==> config.mk <==
export PLATFORM = sky130hd
export DESIGN_NAME = trace_cmd_sequencer
export DESIGN_NICKNAME = d
export VERILOG_FILES = /design/src/rtl/trace_cmd_sequencer.sv
export SDC_FILE = /design/constraint.sdc
export NUM_CORES = 1
export LEC_CHECK = 0
export CAP_MARGIN = 40
export CORE_MARGIN = 4
export CORE_UTILIZATION = 37
export DETAILED_ROUTE_END_ITERATION = 8
export SYNTH_ARGS = -nofsm -noshare
export SYNTH_HDL_FRONTEND = slang
export SYNTH_SLANG_ARGS = --single-unit
==> constraint.sdc <==
create_clock -name clk -period 2.9 [get_ports clk]
set_clock_uncertainty 0.15 [all_clocks]
set_input_delay 0.58 -clock clk [delete_from_list [all_inputs] [get_ports clk]]
set_output_delay 0.58 -clock clk [all_outputs]
set_load 0.01 [all_outputs]
==> src/rtl/trace_cmd_sequencer.sv <==
// Trace command sequencer: accepts parser commands, issues one cache request
// at a time, handles clear/print/illegal opcodes and keeps hit/miss stats.
//
// Ports:
//   clk, rst                 clock, synchronous active-high reset
//   cmd_valid/cmd_ready      parser handshake; cmd_opcode, cmd_addr payload
//   cache_req/cache_ack      cache request handshake; cache_hit valid with ack
//   cache_op/tag/index       latched request fields, stable while cache_req=1
//   rd/wr/hit/miss_cnt       saturating statistics counters
//   dump_pulse, bad_op       one-cycle strobes for print and illegal opcodes
module trace_cmd_sequencer #(
  parameter int ADDR_W   = 32,
  parameter int INDEX_W  = 14,
  parameter int OFFSET_W = 6,
  parameter int CNT_W    = 32
) (
  input  logic                            clk,
  input  logic                            rst,
  input  logic                            cmd_valid,
  output logic                            cmd_ready,
  input  logic [3:0]                      cmd_opcode,
  input  logic [ADDR_W-1:0]               cmd_addr,
  output logic                            cache_req,
  output logic [2:0]                      cache_op,
  output logic [ADDR_W-INDEX_W-OFFSET_W-1:0] cache_tag,
  output logic [INDEX_W-1:0]              cache_index,
  input  logic                            cache_ack,
  input  logic                            cache_hit,
  output logic [CNT_W-1:0]                rd_cnt,
  output logic [CNT_W-1:0]                wr_cnt,
  output logic [CNT_W-1:0]                hit_cnt,
  output logic [CNT_W-1:0]                miss_cnt,
  output logic                            dump_pulse,
  output logic                            bad_op
);

  localparam int TAG_W = ADDR_W - INDEX_W - OFFSET_W;

  typedef enum logic [1:0] {
    S_IDLE,
    S_REQ,
    S_PRINT,
    S_ERR
  } state_t;

  state_t             state_q, state_d;
  logic [2:0]         op_q, op_d;
  logic [TAG_W-1:0]   tag_q, tag_d;
  logic [INDEX_W-1:0] index_q, index_d;
  logic [CNT_W-1:0]   rd_q, rd_d;
  logic [CNT_W-1:0]   wr_q, wr_d;
  logic [CNT_W-1:0]   hit_q, hit_d;
  logic [CNT_W-1:0]   miss_q, miss_d;

  // Byte-offset bits select within a line and carry no meaning here.
  logic unused_offset;
  assign unused_offset = ^cmd_addr[OFFSET_W-1:0];

  function automatic logic [CNT_W-1:0] sat_inc(
    input logic [CNT_W-1:0] v
  );
    return (&v) ? v : v + {{(CNT_W-1){1'b0}}, 1'b1};
  endfunction

  always_comb begin
    state_d = state_q;
    op_d    = op_q;
    tag_d   = tag_q;
    index_d = index_q;
    rd_d    = rd_q;
    wr_d    = wr_q;
    hit_d   = hit_q;
    miss_d  = miss_q;
    unique case (state_q)
      S_IDLE: begin
        if (cmd_valid) begin
          tag_d   = cmd_addr[ADDR_W-1:INDEX_W+OFFSET_W];
          index_d = cmd_addr[INDEX_W+OFFSET_W-1:OFFSET_W];
          case (cmd_opcode)
            4'd0, 4'd1, 4'd2, 4'd3,
            4'd4, 4'd5, 4'd6: begin
              op_d    = cmd_opcode[2:0];
              state_d = S_REQ;
            end
            4'd8: begin
              op_d    = 3'd7;
              state_d = S_REQ;
            end
            4'd9:    state_d = S_PRINT;
            default: state_d = S_ERR;
          endcase
        end
      end
      S_REQ: begin
        if (cache_ack) begin
          state_d = S_IDLE;
          case (op_q)
            3'd0, 3'd1, 3'd2: begin
              if (op_q == 3'd1) wr_d = sat_inc(wr_q);
              else              rd_d = sat_inc(rd_q);
              if (cache_hit) hit_d  = sat_inc(hit_q);
              else           miss_d = sat_inc(miss_q);
            end
            3'd7: begin
              rd_d   = '0;
              wr_d   = '0;
              hit_d  = '0;
              miss_d = '0;
            end
            default: ;
          endcase
        end
      end
      S_PRINT: state_d = S_IDLE;
      S_ERR:   state_d = S_IDLE;
      default: state_d = S_IDLE;
    endcase
  end

  always_ff @(posedge clk) begin
    if (rst) begin
      state_q <= S_IDLE;
      op_q    <= '0;
      tag_q   <= '0;
      index_q <= '0;
      rd_q    <= '0;
      wr_q    <= '0;
      hit_q   <= '0;
      miss_q  <= '0;
    end else begin
      state_q <= state_d;
      op_q    <= op_d;
      tag_q   <= tag_d;
      index_q <= index_d;
      rd_q    <= rd_d;
      wr_q    <= wr_d;
      hit_q   <= hit_d;
      miss_q  <= miss_d;
    end
  end

  assign cmd_ready   = (state_q == S_IDLE);
  assign cache_req   = (state_q == S_REQ);
  assign dump_pulse  = (state_q == S_PRINT);
  assign bad_op      = (state_q == S_ERR);
  assign cache_op    = op_q;
  assign cache_tag   = tag_q;
  assign cache_index = index_q;
  assign rd_cnt      = rd_q;
  assign wr_cnt      = wr_q;
  assign hit_cnt     = hit_q;
  assign miss_cnt    = miss_q;

endmodule
Word-level counts from Yosys, hierarchy flattened
Cells that the tools add are included.
{"block": "classes", "addsub": 4, "n_eq_ne": 24, "n_mux": 17, "reduce_logical": 20}
{"op": "32-bit 2-to-1 mux", "count": 8}
{"op": "32-bit case mux with 2 select lines", "count": 4}
{"op": "32-bit by 1-bit adder with 32-bit output, second input constant", "count": 4}
{"op": "32-bit AND reduction", "count": 4}
{"op": "5-bit AND reduction", "count": 4}
{"op": "2-bit != test, second input constant", "count": 9}
{"op": "4-bit by 3-bit == test with 1-bit output, second input constant", "count": 3}
{"op": "4-bit by 2-bit == test with 1-bit output, second input constant", "count": 2}
{"op": "4-bit == test, second input constant", "count": 2}
{"op": "8-bit OR reduction", "count": 1}
{"op": "7-bit OR reduction", "count": 1}
{"op": "2-bit case mux with 3 select lines", "count": 1}
{"op": "3-bit case mux with 2 select lines", "count": 1}
{"op": "2-bit == test, second input constant", "count": 2}
{"op": "4-bit by 1-bit == test with 1-bit output, second input constant", "count": 1}
{"op": "4-bit logical NOT", "count": 1}
{"op": "2-bit 2-to-1 mux", "count": 2}
{"op": "2-bit case mux with 2 select lines", "count": 1}
{"op": "2-bit AND reduction", "count": 2}
{"op": "2-bit nonzero test", "count": 2}
{"op": "3-bit by 1-bit == test with 1-bit output, second input constant", "count": 1}
{"op": "3-bit by 2-bit == test with 1-bit output, second input constant", "count": 1}
{"op": "3-bit == test, second input constant", "count": 1}
{"op": "3-bit logical NOT", "count": 1}
{"op": "6 further kinds", "count": 6}
{"block": "totals", "ff_bits": 159, "in_bits": 41}

Logic depth before layout (Yosys ltp)
Gate-level depths: netlist (run 1).
{"block": "logic_depth", "word_depth": 5, "depth_mapped": 9, "mapped_depth_nobuf": 7}

Worst setup path after synthesis (run 1)
No wires, ideal clock.
{"block": "synth_timing", "path_type": "flip-flop to flip-flop", "start": "register miss_q[5] (netlist: miss_cnt[5])", "end": "register miss_q[30] (netlist: miss_cnt[30])", "setup_time_ps": 74, "arrival_ps": 2593, "setup_slack_ps": 83, "stages_incl_launch_ff": 7, "n_path_buf": 0, "cell_sequence": "dfxtp_1 -> nand4_2 -> or4_4 -> or4_4 -> or4_1 -> or4_1 -> o21ai_0"}
{"block": "synth_between", "elab_chain_len": 4, "word_cells_on_any_way": 7, "classes_between": "add/sub (1); eq/ne (1); mux (3); reduce/logical (2)"}
{"element": "start: declaration", "line": "53", "source": "logic [CNT_W-1:0] miss_q, miss_d;"}
{"element": "start signal: assignment", "line": "138", "source": "miss_q <= miss_d;"}
{"element": "32-bit by 1-bit adder with 32-bit output", "line": "62", "source": "return (&v) ? v : v + {{(CNT_W-1){1'b0}}, 1'b1};"}
{"element": "32-bit 2-to-1 mux", "line": "62"}
{"element": "32-bit 2-to-1 mux", "line": "101", "source": "if (cache_hit) hit_d = sat_inc(hit_q);"}
{"element": "32-bit case mux with 2 select lines", "line": "97", "source": "case (op_q)"}
Several ways; a longest one is shown, not always the timed one. The select of a mux whose other input is x is not followed.
A chain may end at the register's enable or synchronous reset.

Worst setup path in the final report (run 1)
{"block": "layout_timing", "start": "register miss_q[15] (netlist: miss_cnt[15])", "end": "register miss_q[30] (netlist: miss_cnt[30])"}
Same word-level chain as after synthesis.

==> flow_summary_export.csv, run 1 <==
group,metric,value,unit
critical_path,rr_endpoint,"miss_cnt[30]",
synthesis,ys.warnings.count,0,
cts,cts_tree,"done",
drt,wire_per_inst,17.59,um
timing,setup_viol,0,
cts,cts_root_buf,"clkbuf_16",
cts,clk_pin_slew,0.07,ns
cts,insertion_delay,0.42,ns
critical_path,cp_num_buf_inv,0,
place,place.gp.congestion,0.8797,
grt,grtUsageTotal,22.93,%
outcome,status,"finished, final reports clean",
power,irDropWorstVdd,0.0003286,V
hold_path,min_path_cells,2,
timing,min_period,2.755,ns
synthesis,synth_edf_count,0,
critical_path,reg2regPathDepth,6,
timing,hold_viol,0,
place,port_buffers,195,
drt,vias,9361,
final_layout,drive_gt1_share,11.31,%
hold_path,min_to,"cache_tag[11]",
drt,dr.pass1.iters,5,
floorplanning,die_h,156.9,um
floorplanning,initial_core_util,37.59,%
cts,clockBufferDepth,2,
synthesis,synthArstFlopShare,0,%
critical_path,r2r_slack,0.14,ns
critical_path,crit_fanout,3,
synthesis,ys_types,57,
grt,grt_pass1_wl,46.58,mm
power,power_density,431.4,nW/um^2
synthesis,synth.avg_cell_area,7.498,um^2
critical_path,critPathSlowestCell,"or4_4",
floorplanning,ios,202,
critical_path,critPathArrivalTime,2.96,ns
cts,hold_buffers,0,
final_layout,synthToLayoutAreaGrowth,42.19,%
synthesis,syn_area,8203,um^2
cts,cts_sinks,159,
synthesis,synthFlopType,"dfxtp_1",
floorplanning,die_w,156.9,um
final_layout,layout.nets,1386,
critical_path,start_kind,"flop",
synthesis,synth-seq-cells,159,
critical_path,worstPathRequired,3.10,ns
flow_run,drv_cap,0,
critical_path,critPathTopFamily,"simple AND/OR/NAND/NOR gates",
timing,relSlewSlack,57.14,%
floorplanning,core_area,21820,um^2
grt,grt_max_degree,42,
cts,htreeDepth,4,
drt,wl,28.72,mm
critical_path,worstReg2RegStart,"miss_cnt[15]",
drt,via_per_inst,5.732,
critical_path,crit_chain,"nand4_1 -> or4_4 -> or4_4 -> or4_1 -> or4_1 -> o21ai_0",
drt,postRouteAntennaNets,0,
floorplanning,die_area,24620,um^2
final_layout,antenna_cells,0,
cts,cts_buffers,17,
final_layout,final_core_util,53.45,%
hold_path,worstHoldStart,"cache_tag[11]",
synthesis,netlist_instances,1094,
grt,antenna_found_initial,0,
critical_path,cp.depth,6,
grt,grt_pass1_vias,9023,
floorplanning,row_count,54,
drt,drt-initial-drc-count,535,
timing,timing.final.crit_share,95.01,%
critical_path,end_kind,"flop",
drt,drcViolationCount,0,
timing,slew_viol_final,0,
grt,grt-ovfl-total,0,
power,p_leak,0.004028,uW
place,hpwl,20.57,mm
timing,tightest_slew,0.6414,ns
synthesis,syn_nets,1139,
critical_path,crit_path_max_incr_delay,0.56,ns
timing,max_freq,363.0,MHz
synthesis,yosysSeqAreaShare,38.80,%
timing,tns,0,ns
hold_path,hp-class,"flop to flop",
critical_path,criticalPathCategory,"flop to flop",
tightest hold or removal path: stages, from the launching register on:
cell     delay (ns)
dfxtp_1        0.31
nand2_1        0.05
a21oi_1        0.05
routing by layer:
metal / wire length (um) / share of wire (%) / GRT usage [%]
met5: 0 / 0 / 0
met4: 591 / 2.1 / 7.851
met3: 1700 / 5.9 / 4.234
met2: 13550 / 47 / 37.20
met1: 12880 / 45 / 30.80
sequential cells by signal, summed over array words and instances (netlist names):
signal and count:
cache_tag 12, miss_cnt 32, cache_op 3, rd_cnt 32, cache_index 14, hit_cnt 32
state_q 2, wr_cnt 32
worst max path at each step:
stage                       startpoint      endpoint  slack [ns]
after floorplan            miss_cnt[5]  miss_cnt[30]        0.08
after detailed placement     cache_ack   miss_cnt[9]        0.12
final                     miss_cnt[15]  miss_cnt[30]        0.14
after global routing      miss_cnt[16]  miss_cnt[30]     -0.0007
after CTS                 miss_cnt[18]  miss_cnt[30]        0.15
after global placement       cache_ack   miss_cnt[9]        0.16
cell type report:
cell class	count	area (um^2)
tap	280	350.3
inverter	12	45.04
timing repair buffer	294	2728
clock inverter	13	190.2
sequential	159	3183
multi-input combinational	857	4738
fill	2116	10160
clock buffer	18	429.2
timing repair:
item	CTS	global route
endpoints found under the setup margin	0	1
buffers inserted	0	1
gates resized for setup	0	0
where the power goes:
group	internal (uW)	leakage [uW]	switching [uW]
Clock	1440	0.000300	959
Combinational	174	0.00244	224
Sequential	2210	0.00129	16.5
Total	3830	0.00403	1200
Yosys cell counts (all sizes together) (18+ instances only):
master,number,area share (%)
nand4,38,3.0
nor2,93,4.3
dfxtp,159,39
nand3,54,3.3
a311oi,29,3.1
and4,18,1.9
and3,28,2.1
a21oi,111,6.8
o21ai,80,4.9
clkbuf,62,2.9
nand2,165,7.6
a31oi,31,2.4
nor3,44,2.7
per-stage QoR:
| stage | area [um^2] | hold slack, ns | setup slack (ns) | total power (uW) | cells |
|---|---|---|---|---|---|
| 4_1_cts | 11660 | 0.2931 | 0.1517 | 5081 | 1632 |
| 5_1_grt | 11660 | 0.3184 | -0.0007312 | 5206 | 1633 |
| 3_3_place_gp | 11030 | 0.2912 | 0.1557 | 2675 | 1600 |
| 3_5_place_dp | 11040 | 0.2967 | 0.1214 | 2678 | 1601 |
| 6_report | 11660 | 0.3017 | 0.1448 | 5032 | 1633 |
| 2_1_floorplan | 8203 | 0.3305 | 0.08279 | 2458 | 1094 |
cell families after synthesis:
kind of cell | synth area share, %
mux | 0.3661
flops | 38.80
compound gates | 24.05
simple gates | 32.47
xor+xnor | 0.1068
buf+inv | 3.584
fa+ha+maj | 0.6102
layout by cell type, fill, tap and decap left out, types with 12 or more instances in the layout:
| cell | n |
|---|---|
| a31oi_1 | 30 |
| and2_1 | 16 |
| nor2_1 | 93 |
| a41oi_1 | 15 |
| nand4_1 | 37 |
| nand2_1 | 165 |
| buf_4 | 96 |
| dfxtp_1 | 159 |
| and3_1 | 27 |
| and4_1 | 18 |
| o21ai_0 | 79 |
| or3_1 | 13 |
| nor3_1 | 44 |
| clkbuf_16 | 17 |
| a21oi_1 | 111 |
| clkdlybuf4s50_1 | 194 |
| a311oi_1 | 29 |
| nor4_1 | 12 |
| nand3_1 | 53 |
No activity file was read; power rests on OpenSTA's default activity.
==> inputs of run 2 (changes only) <==
--- a/config.mk
+++ b/config.mk
@@ -5,10 +5,12 @@
 export SDC_FILE = /design/constraint.sdc
 export NUM_CORES = 1
 export LEC_CHECK = 0
+export ABC_AREA = 1
 export CAP_MARGIN = 40
 export CORE_MARGIN = 4
 export CORE_UTILIZATION = 37
 export DETAILED_ROUTE_END_ITERATION = 8
+export SKIP_LAST_GASP = 1
 export SYNTH_ARGS = -nofsm -noshare
 export SYNTH_HDL_FRONTEND = slang
 export SYNTH_SLANG_ARGS = --single-unit
==> run 2 against run 1 <==
Via count up 24%. Total power rose by 0.98%. Highest routed layer unchanged. Global-route usage is 1.5 points lower. First-iteration DRC count up 51%. Wire length up 17%. Synthesized area grew 28%. Non-clock buffer count shrank 79. Sequential cell count unchanged. Setup slack gained 0.42 ns. Largest power group is now sequential cells. Clock-buffer cell count unchanged. Combinational power up 31%. Critical path type unchanged. Largest cell class unchanged.
==> flow_summary_export.csv, run 2 <==
group,metric,value,unit
drt,wl_met1,15.66,mm
drt,met2WireLength,15.63,mm
final_layout,drive_gt1_share,5.711,%
timing,setup_viol,0,
timing,min_period,2.338,ns
synthesis,synthArstFlopShare,0,%
grt,grt_max_degree,84,
final_layout,final_common_cell,"nand2_1",
final_layout,final_cell_mix,"nand2_1, nor2_1, inv_1",
synthesis,synthFlopType,"dfxtp_1",
timing,rsz0062_at_grt,"no",
critical_path,crit_fanout,40,
synthesis,ys_types,39,
drt,postRouteAntennaNets,0,
critical_path,crit_path_max_incr_delay,0.41,ns
final_layout,synthToLayoutAreaGrowth,26.98,%
final_layout,seqCellArea,3183,um^2
cts,cts_buffers,17,
flow_run,drv_cap,0,
floorplanning,initial_core_util,37.62,%
final_layout,fillers,2968,
power,power_density,381.8,nW/um^2
drt,vias,11580,
synthesis,synth_edf_count,0,
grt,antenna_found_initial,0,
cts,clk_pin_slew,0.07,ns
synthesis,ys.warnings.count,0,
drt,wire_per_inst,13.91,um
outcome,status,"finished, final reports clean",
drt,wl,33.50,mm
timing,layout_setup_ws,0.5617,ns
floorplanning,die_area,31080,um^2
synthesis,synth-seq-cells,159,
cts,cts_root_buf,"clkbuf_16",
floorplanning,die_h,176.3,um
synthesis,syn_area,10480,um^2
timing,tns,0,ns
critical_path,start_kind,"flop",
place,port_buffers,195,
critical_path,critPathSlowestCell,"dfxtp_1",
critical_path,critPathArrivalTime,2.56,ns
cts,cts_resized,0,
grt,grt-ovfl-total,0,
critical_path,worstPathRequired,3.13,ns
floorplanning,die_w,176.3,um
timing,max_freq,427.7,MHz
drt,drt-initial-drc-count,808,
power,p_leak,0.005106,uW
floorplanning,row_count,61,
power,irDropWorstVdd,0.0003971,V
cts,hold_buffers,0,
synthesis,synth_top_area_share,30.37,%
cts,clockBufferDepth,2,
critical_path,crit_chain,"ha_1 -> nand2_1 -> nor2_1 -> nand2_2 -> nor2_1 -> nand3_2 -> nand3_2 -> buf_4 -> inv_2 -> nand2_1 -> nand2_1 -> nor2_1",
timing,hold_viol,0,
cts,cts_sinks,159,
final_layout,antenna_cells,0,
floorplanning,ios,202,
synthesis,yosys-top-cells-count,"nand2_1, nor2_1, inv_1",
grt,grt_pass1_vias,10810,
synthesis,synth.most_common_cell,"nand2_1",
drt,top_layer,"met4",
final_layout,layout.nets,2063,
cts,htreeDepth,4,
synthesis,synth_area_leader_cell,"dfxtp_1",
drt,dr.pass1.iters,5,
place,place.gp.congestion,0.9086,
synthesis,synth.avg_cell_area,5.674,um^2
floorplanning,core_area,27860,um^2
timing,timing.final.crit_share,80.63,%
critical_path,end_kind,"flop",
drt,drcViolationCount,0,
critical_path,cp_num_buf_inv,2,
grt,grt_pass1_wl,54.91,mm
hold_path,hp-class,"flop to flop",
critical_path,critPathTopFamily,"simple AND/OR/NAND/NOR gates",
drt,via_per_inst,4.807,
cts,cts_tree,"done",
final_layout,multi_input_area,6031,um^2
timing,tightest_slew,0.5360,ns
synthesis,yosys-top-cells-area,"dfxtp_1, nand2_1, nor2_1, inv_1, nand3_1",
timing,relSlewSlack,64.13,%
place,post-place-ws,0.3129,ns
cts,postCtsSetupRepairBufs,0,
synthesis,yosysSeqAreaShare,30.37,%
critical_path,criticalPathCategory,"flop to flop",
place,hpwl,24.21,mm
grt,grtUsageTotal,21.48,%
cts,insertion_delay,0.44,ns
synthesis,syn_nets,1892,
final_layout,postLayoutCellArea,13310,um^2
synthesis,netlist_instances,1847,
timing,slew_viol_final,0,
timing,whs,0.3330,ns
place,placed_area,12730,um^2
drt,wl_met3,1.680,mm
[run 2: logic make-up after synthesis]
group	share of synthesized area, %
compound gates	8.405
xor+xnor	1.003
fa+ha+maj	0.4776
buf+inv	12.08
flops	30.37
simple gates	47.66
[run 2: final timing paths]
check	slack, ns	start	end	cells past startpoint
setup / recovery	0.56	miss_cnt[0]	miss_cnt[29]	12
setup reg to reg	0.56	miss_cnt[0]	miss_cnt[29]	12
hold reg to reg	0.33	cache_index[10]	cache_index[10]	2
hold / removal	0.33	cache_index[10]	cache_index[10]	2
[run 2: final cells by class]
cell class | instances | area share (%)
clock buffers | 18 | 3.225
clock inverters | 14 | 1.100
flip-flops and latches | 159 | 23.92
well taps | 378 | 3.554
repair buffers | 215 | 15.95
inverters | 245 | 6.939
multi-input cells | 1380 | 45.32
[run 2: layer usage]
metal  global-route usage (%)  vias to the layer above
met3                    3.340                       34
met2                    36.24                      288
li1                         -                     6026
met1                    28.81                     5232
met4                    5.426                        0
met5                        0                        -
[run 2: worst reg2reg max path: stages (launching register included)]
cell     delay (ns)
dfxtp_1        0.41
ha_1           0.24
nand2_1        0.09
nor2_1         0.20
nand2_2        0.16
nor2_1         0.15
nand3_2        0.10
nand3_2        0.07
buf_4          0.37
inv_2          0.12
nand2_1        0.07
nand2_1        0.05
nor2_1         0.09
[run 2: power breakdown]
part / total, uW / leakage [uW] / internal, uW / switching [uW]
registers: 2290 / 0.00129 / 2240 / 51.1
clock network: 2270 / 0.000280 / 1150 / 1120
logic: 521 / 0.00354 / 228 / 292
[run 2: through the flow]
stage	cells	util, %	total power (uW)
3_3_place_gp	2377	45.70	2864
4_1_cts	2409	47.77	5152
5_1_grt	2409	47.77	5302
6_report	2409	47.77	5081
3_5_place_dp	2377	45.70	2871
2_1_floorplan	1847	-	2619
